**src/rtl/nibble_serial_adder_ctrl.sv**
```systemverilog
// nibble_serial_adder_ctrl: WIDTH-bit add/subtract sequenced through one 4-bit adder slice,
// least-significant nibble first, with valid/ready handshakes on operands and result.
module adder_4_bit (
    input  logic [3:0] X,
    input  logic [3:0] Y,
    input  logic       Cin,
    output logic [3:0] Z,
    output logic       Cout
);
    assign {Cout, Z} = {1'b0, X} + {1'b0, Y} + {4'b0, Cin};
endmodule

module nibble_serial_adder_ctrl #(
    parameter int WIDTH = 16
) (
    input  logic             clk,
    input  logic             rst,
    input  logic             in_valid,
    output logic             in_ready,
    input  logic [WIDTH-1:0] A,
    input  logic [WIDTH-1:0] B,
    input  logic             Cin,
    input  logic             op,
    output logic             busy,
    output logic             out_valid,
    input  logic             out_ready,
    output logic [WIDTH-1:0] SUM,
    output logic             COUT,
    output logic             OVF
);
    localparam int NIBBLES = WIDTH / 4;
    localparam int CW = $clog2(NIBBLES);

    generate
        if (WIDTH % 4 != 0 || WIDTH < 8) begin : g_bad_width
            $error("nibble_serial_adder_ctrl: WIDTH must be a multiple of 4 and at least 8");
        end
    endgenerate

    typedef enum logic [1:0] {IDLE, RUN, DONE} state_t;

    state_t          state, next;
    logic [CW-1:0]   cnt;
    logic [WIDTH-1:0] a_reg, b_reg;
    logic            carry_reg;
    logic [3:0]      z;
    logic            cout_s;
    logic            last;

    adder_4_bit u_slice (
        .X   (a_reg[4*cnt +: 4]),
        .Y   (b_reg[4*cnt +: 4]),
        .Cin (carry_reg),
        .Z   (z),
        .Cout(cout_s)
    );

    assign last = cnt == CW'(NIBBLES - 1);

    always_ff @(posedge clk) begin
        if (rst) state <= IDLE;
        else     state <= next;
    end

    always_comb begin
        next      = (state == IDLE) ? (in_valid ? RUN : IDLE) :
                    (state == RUN)  ? (last ? DONE : RUN) :
                                      (out_ready ? IDLE : DONE);
        in_ready  = state == IDLE;
        busy      = state != IDLE;
        out_valid = state == DONE;
    end

    // Subtract is A + ~B + 1, so the inversion and forced carry happen at accept.
    always_ff @(posedge clk) begin
        if (rst) begin
            cnt       <= '0;
            a_reg     <= '0;
            b_reg     <= '0;
            carry_reg <= 1'b0;
            SUM       <= '0;
            COUT      <= 1'b0;
            OVF       <= 1'b0;
        end else if (state == IDLE && in_valid) begin
            a_reg     <= A;
            b_reg     <= op ? ~B : B;
            carry_reg <= op ? 1'b1 : Cin;
            cnt       <= '0;
            SUM       <= '0;
        end else if (state == RUN) begin
            SUM[4*cnt +: 4] <= z;
            carry_reg       <= cout_s;
            cnt             <= last ? '0 : cnt + 1'b1;
            if (last) begin
                COUT <= cout_s;
                OVF  <= (a_reg[WIDTH-1] == b_reg[WIDTH-1]) && (z[3] != a_reg[WIDTH-1]);
            end
        end
    end
endmodule

```
**config.mk**
```make
export PLATFORM = sky130hd
export DESIGN_NAME = nibble_serial_adder_ctrl
export DESIGN_NICKNAME = d
export VERILOG_FILES = /design/src/rtl/nibble_serial_adder_ctrl.sv
export SDC_FILE = /design/constraint.sdc
export NUM_CORES = 1
export LEC_CHECK = 0
export ABC_CLOCK_PERIOD_IN_PS = 4100
export CORE_MARGIN = 2
export CORE_UTILIZATION = 41
export CTS_CLUSTER_DIAMETER = 200
export DETAILED_ROUTE_END_ITERATION = 8
export DONT_BUFFER_PORTS = 1
export PLACE_DENSITY = 0.6
export SETUP_SLACK_MARGIN = 0.05
export SYNTH_ARGS = -nofsm -noshare
export SYNTH_HDL_FRONTEND = slang
export SYNTH_SLANG_ARGS = --single-unit
```
**constraint.sdc**
```tcl
create_clock -name clk -period 4.1 [get_ports clk]
set_input_delay 0.82 -clock clk [delete_from_list [all_inputs] [get_ports clk]]
set_output_delay 0.82 -clock clk [all_outputs]
set_load 0.1 [all_outputs]
```
Yosys cells after proc, flatten, opt, wreduce, memory -nomap -nowiden
Index checks and enable logic that the tools add are counted.

cells by class
  add/sub/neg operators = 4
  eq/ne operators = 5
  shift-type cells = 4
  mux-type cells = 11
  bitwise operators = 2
  reduce and logical (&&, ||, !) cells = 7

operators with widths
  operator                                                                  number
  4-bit negator with 34-bit output                                          1
  4-bit by 34-bit variable shift with 16-bit output (first input constant)  1
  4-bit by 34-bit variable part select with 16-bit output                   1
  16-bit by 5-bit variable part select with 4-bit output                    2
  16-bit bitwise mux                                                        1
  16-bit two-way mux                                                        1
  16-bit inverter                                                           1
  2-bit two-way mux                                                         5
  4-bit by 4-bit adder with 5-bit output                                    1
  5-bit by 1-bit adder with 5-bit output                                    1
  2-bit == test (second input constant)                                     2
  1-bit two-way mux                                                         4
  2-bit nonzero test                                                        2
  3-bit AND reduction                                                       1
  2-bit by 1-bit adder with 2-bit output (second input constant)            1
  2-bit by 1-bit == test with 1-bit output (second input constant)          1
  1-bit logical AND                                                         2
  2-bit logical NOT                                                         1
  2-bit OR reduction                                                        1
  1-bit == test                                                             1
  1-bit inequality test                                                     1
  1-bit inverter                                                            1

storage, ports and cells
  bits in registers = 55
  output and inout bits = 21

Logic depth before layout (Yosys ltp)
  depth after elaboration = 5
  gate-level depth with buffers = 8
  depth with buffers taken out = 7

Modules after synthesis
A second synthesis with hierarchy kept.

unflattened totals
  cell total of the unflattened synthesis = 294
  area, all modules = 2655.0 um^2

modules (own cells, without submodules)
  module                    instances  cells an instance  area each (um^2)  sequential area each (um^2)
  nibble_serial_adder_ctrl  1          278                2511.2            1101.1
  adder_4_bit               1          16                 143.9             0.0

Worst setup path after synthesis
OpenSTA, ideal clock, no wires.

  path type = flip-flop to output port
  from = register state[0]
  to = output busy
  data arrival time = 2.638 ns
  data required time = 3.280 ns
  slack = 0.642 ns
  stages on the path, launching flop included = 3
  cells stage by stage = dfxtp_1 -> nor2_1 -> inv_1

on the way
  cells in the longest elaborated chain, start to end = 1

RTL lines
  element                 RTL line  RTL
  from (decl)             42        state_t state, next;
  from (signal assigned)  62        else state <= next;
  2-bit nonzero test      70        busy = state != IDLE;
  to (decl)               24        output logic busy,

No other way between the ends.

Worst setup path in the final report
  from = register cnt[0]
  to = register carry_reg

on the way
  cells in the longest elaborated chain, start to end = 5

RTL lines
  element                                                                    RTL line  RTL
  from (decl)                                                                43        logic [CW-1:0] cnt;
  from (signal assigned)                                                     93        cnt <= last ? '0 : cnt + 1'b1;
  16-bit by 5-bit variable part select with 4-bit output (on tied branches)  51, 52
  4-bit by 4-bit adder with 5-bit output *                                   10        assign {Cout, Z} = {1'b0, X} + {1'b0, Y} + {4'b0, Cin};
  5-bit by 1-bit adder with 5-bit output *                                   10
  1-bit two-way mux *                                                        90        end else if (state == RUN) begin
  1-bit two-way mux *                                                        84        end else if (state == IDLE && in_valid) begin
  to (signal assigned)                                                       87        carry_reg <= op ? 1'b1 : Cin;
  to (signal assigned)                                                       92        carry_reg <= cout_s;
  to (decl)                                                                  45        logic carry_reg;

Mark *: on every way between the ends. The rest lies on a longest branch, timed or not. The select of a mux whose other input is x is not followed.
A chain may end at the register's enable or synchronous reset.

==> impl_summary.md <==
Yosys
The most common flop cell mapped by yosys is dfxtp_1. The total nets after synthesis is about 320. The netlist uses 33 different library cells. The synthesized area divided by synthesized cell count is 9.25 um2.

The portion of the post-synthesis area used by sequential elements is 0.433. The most repeated cell in the gate-level netlist after synthesis is dfxtp_1. By area the synthesized netlist is led by dfxtp_1 43%, mux4_2 7.1%, nand2_1 6.6%, xnor2_1 5.5%, nor2_1 5.5%. The count of flip-flops with a built-in enable after synthesis is 0.

The yosys synthesis warning count is 0. In the synthesized netlist, the cells that appear most often are 55 x dfxtp_1, 45 x nand2_1, 37 x nor2_1. After synthesis the cells add up to 0.00254 mm2. The top cell type by total area after synthesis is dfxtp_1. Of all flip-flops after synthesis, the portion carrying an async set or reset was 0. The flop and latch count out of synthesis is 55. The share of synthesized area in the top cell type comes to 0.433. After technology mapping, the gate count stands at roughly 280.

CTS
The maximum clock insertion buffer count is 2. The H-tree was split into 2 levels. Buffers inserted to repair hold after CTS numbered 0.

Clock-pin slew was measured on the worst setup and hold paths at roughly 100 ps. The clock reaches the later pin of the worst-skew pair after around 300 ps. The buffer cell driving the clock tree root is clkbuf_8. Gates resized during post-CTS repair numbered 0. TritonCTS built the clock tree. The tree built by TritonCTS fans out to 55 sinks. The number of buffers inserted during clock tree synthesis is 5. Once the clock tree was built, the setup fixing pass inserted 0 buffers.

Global route
The pin count of the biggest net entering global routing is 39. Summed over all layers, the global routing overflow is 0. The global-route wire length before repair is ~8.6 mm.

The number of antenna violations at the first check in global routing is 0. The total track usage is 0.164. The via count of the first global-routing pass came to about 1,800.

Run status
The flow ran to the end, and the final reports show no timing, DRC or antenna violations.

Floorplanning
The total die area is ~0.007 mm2. just under 60 I/O pins were placed. In this run the standard cell core region covers between 0.005 and 0.006 mm2. The floorplan die height is around 83 um. In this run the core area contains 28 standard-cell rows. The floorplan step set the die width to 82.8 um. The initial cell density of the core is 0.427.

Pwr
The analysis attributes to cell leakage a power of approximately 0.94 nW. For this design the ratio of total power to cell area is about 400 mW/mm2. The switching power as a share of total power is 0.278. Internal power comes to 0.747 mW. The share of total power dissipated in the clock network is 0.276.

Summed over all nets, the switching power comes to between 0.2 and 0.3 mW. VDD sags by at most about 0.19 mV. The proportion of power drawn by flip-flops and latches is 0.575.

Of the total power, combinational logic draws 0.149.

Cells and area
The repair_antennas step left the layout with diodes totalling 0. The net count of the finished layout is about 320. The utilization after layout is 0.446. The non-filler instance count after layout is ~340. The area growth from synthesis to layout is 4.42%.

Of the cells placed in the final design, the portion with a size suffix greater than 1 is 0.0861.

Critical path
The cell depth of the worst flop-to-flop path is 7. The kind of start point of the critical path is a register. The maximum fanout along the worst path is 17. By startpoint and endpoint, the worst setup path is classified as reg -> reg. STA puts the critical path data required time at around 4300 ps. The worst setup path is captured at a register. The data arrival at the endpoint of the critical path is around 3300 ps.

Min path
The worst hold path passes through 2 cells. The path class of the tightest hold or removal check is reg -> reg.

Timing
For this run, the top clock speed supported by timing is around 0.33 GHz. For the pin with the worst max-slew slack, the measured transition is around 1100 ps. The number of max-slew violations in the final report is 0. Setup repair after global routing left no endpoint under its margin. Of the available clock period, the critical path in the final layout requires 0.749. The count of final hold-check violations is 0.

The setup-violating endpoint count in the final report is 0. For the final database, setup skew stands at 10.1 ps. The post-route setup TNS is 0 ps. The shortest period the worst path allows is ~3100 ps. The tightest hold path in the finished design has a slack of around 450 ps. Measured against its own limit, the worst slew margin works out to 0.287.

Route
For this run, the detailed router's first-pass iteration total came to 4. The mean routed wirelength per cell is 15.2 um. For this block, the via count after detailed routing is 1,832. The number of antenna-violating nets in the routed design is 0. The first routing iteration left just under 90 violations. Dividing the detail-routed via count by the number of cells gives about 5.4.

After detailed routing, the number of remaining DRC violations is 0. The total wire length after detailed routing is 5.21 mm.

Placement
The count of buffers inserted at the top-level ports is 0. Routability-driven placement finished with a final weighted congestion of around 0.79. The HPWL after detailed placement is between 3 and 4 mm. The total placed cells including tap cells is approximately 330.

Flow run
The max-cap check violation count is 0.
==> routing by layer <==
| metal | GRT usage | share of wire | wire (um) |
|---|---|---|---|
| met1 | 0.230 | 0.50 | 2610 |
| met2 | 0.250 | 0.43 | 2260 |
| met3 | 0.0476 | 0.060 | 314 |
| met4 | 0.0393 | 0.0052 | 27 |
| met5 | 0 | 0 | 0 |
==> area by class of cell <==
class / count / area [um2]
clock buffers: 7 / 76.3
fillers: 614 / 3300
flip-flops and latches: 55 / 1100
multi-input cells: 198 / 1350
well taps: 75 / 93.8
clock inverters: 1 / 5.00
inverters: 4 / 15.0
repair buffers: 2 / 15.0
==> critical path: stages (launching register included) <==
cell and delay (ps):
dfxtp_1 860, mux4_2 610, fa_1 440, fa_1 420
a21o_2 220, a21oi_1 190, a211o_1 150, a21oi_1 60
==> cell families (layout without fill, tap and decap cells) <==
group / count (synthesis) / after routing / share of synthesized area
DFF: 55 / 55 / 0.433
adders and majority gates: 11 / 11 / 0.0600
muxes: 8 / 8 / 0.0708
buffers and inverters: 22 / 14 / 0.0383
and+or+nand+nor: 101 / 101 / 0.182
xor gates and xnor gates: 17 / 17 / 0.0585
AOI/OAI and AO/OA: 61 / 61 / 0.157
==> final timing paths <==
kind	end	startpoint	slack, ps
min	a_reg[14]	a_reg[14]	450
max reg2reg	carry_reg	cnt[0]	1030
min reg2reg	a_reg[14]	a_reg[14]	450
max	carry_reg	cnt[0]	1030
==> cell usage in the layout (no fill, tap or decap), types with 2 or more instances in the layout <==
master	n
dfxtp_1	55
nand2_1	45
nor2_1	36
a21oi_1	26
a211oi_1	17
xnor2_1	16
a22oi_1	12
ha_1	9
mux4_2	8
clkbuf_8	5
inv_1	4
or3b_1	4
and3_1	2
nor4_2	2
and2_1	2
fa_1	2
clkbuf_1	2
buf_4	2
==> power groups by stage <==
stage / Combinational [mW] / Clock (mW) / Sequential (mW)
global placement: 0.153 / 0 / 0.608
global route: 0.173 / 0.313 / 0.600
detailed placement: 0.156 / 0 / 0.608
finish: 0.154 / 0.285 / 0.595
CTS: 0.156 / 0.294 / 0.596
floorplan: 0.142 / 0 / 0.598
==> per-stage QoR <==
| step | area (um2) | worst slack (ps) | total power, mW |
|---|---|---|---|
| final | 2660 | 1030 | 1.03 |
| after global routing | 2660 | 793 | 1.09 |
| after CTS | 2660 | 1000 | 1.05 |
| after detailed placement | 2580 | 1020 | 0.764 |
| after global placement | 2580 | 1080 | 0.762 |
| after floorplan | 2540 | 642 | 0.740 |
Power figures use the tool's default switching activity.
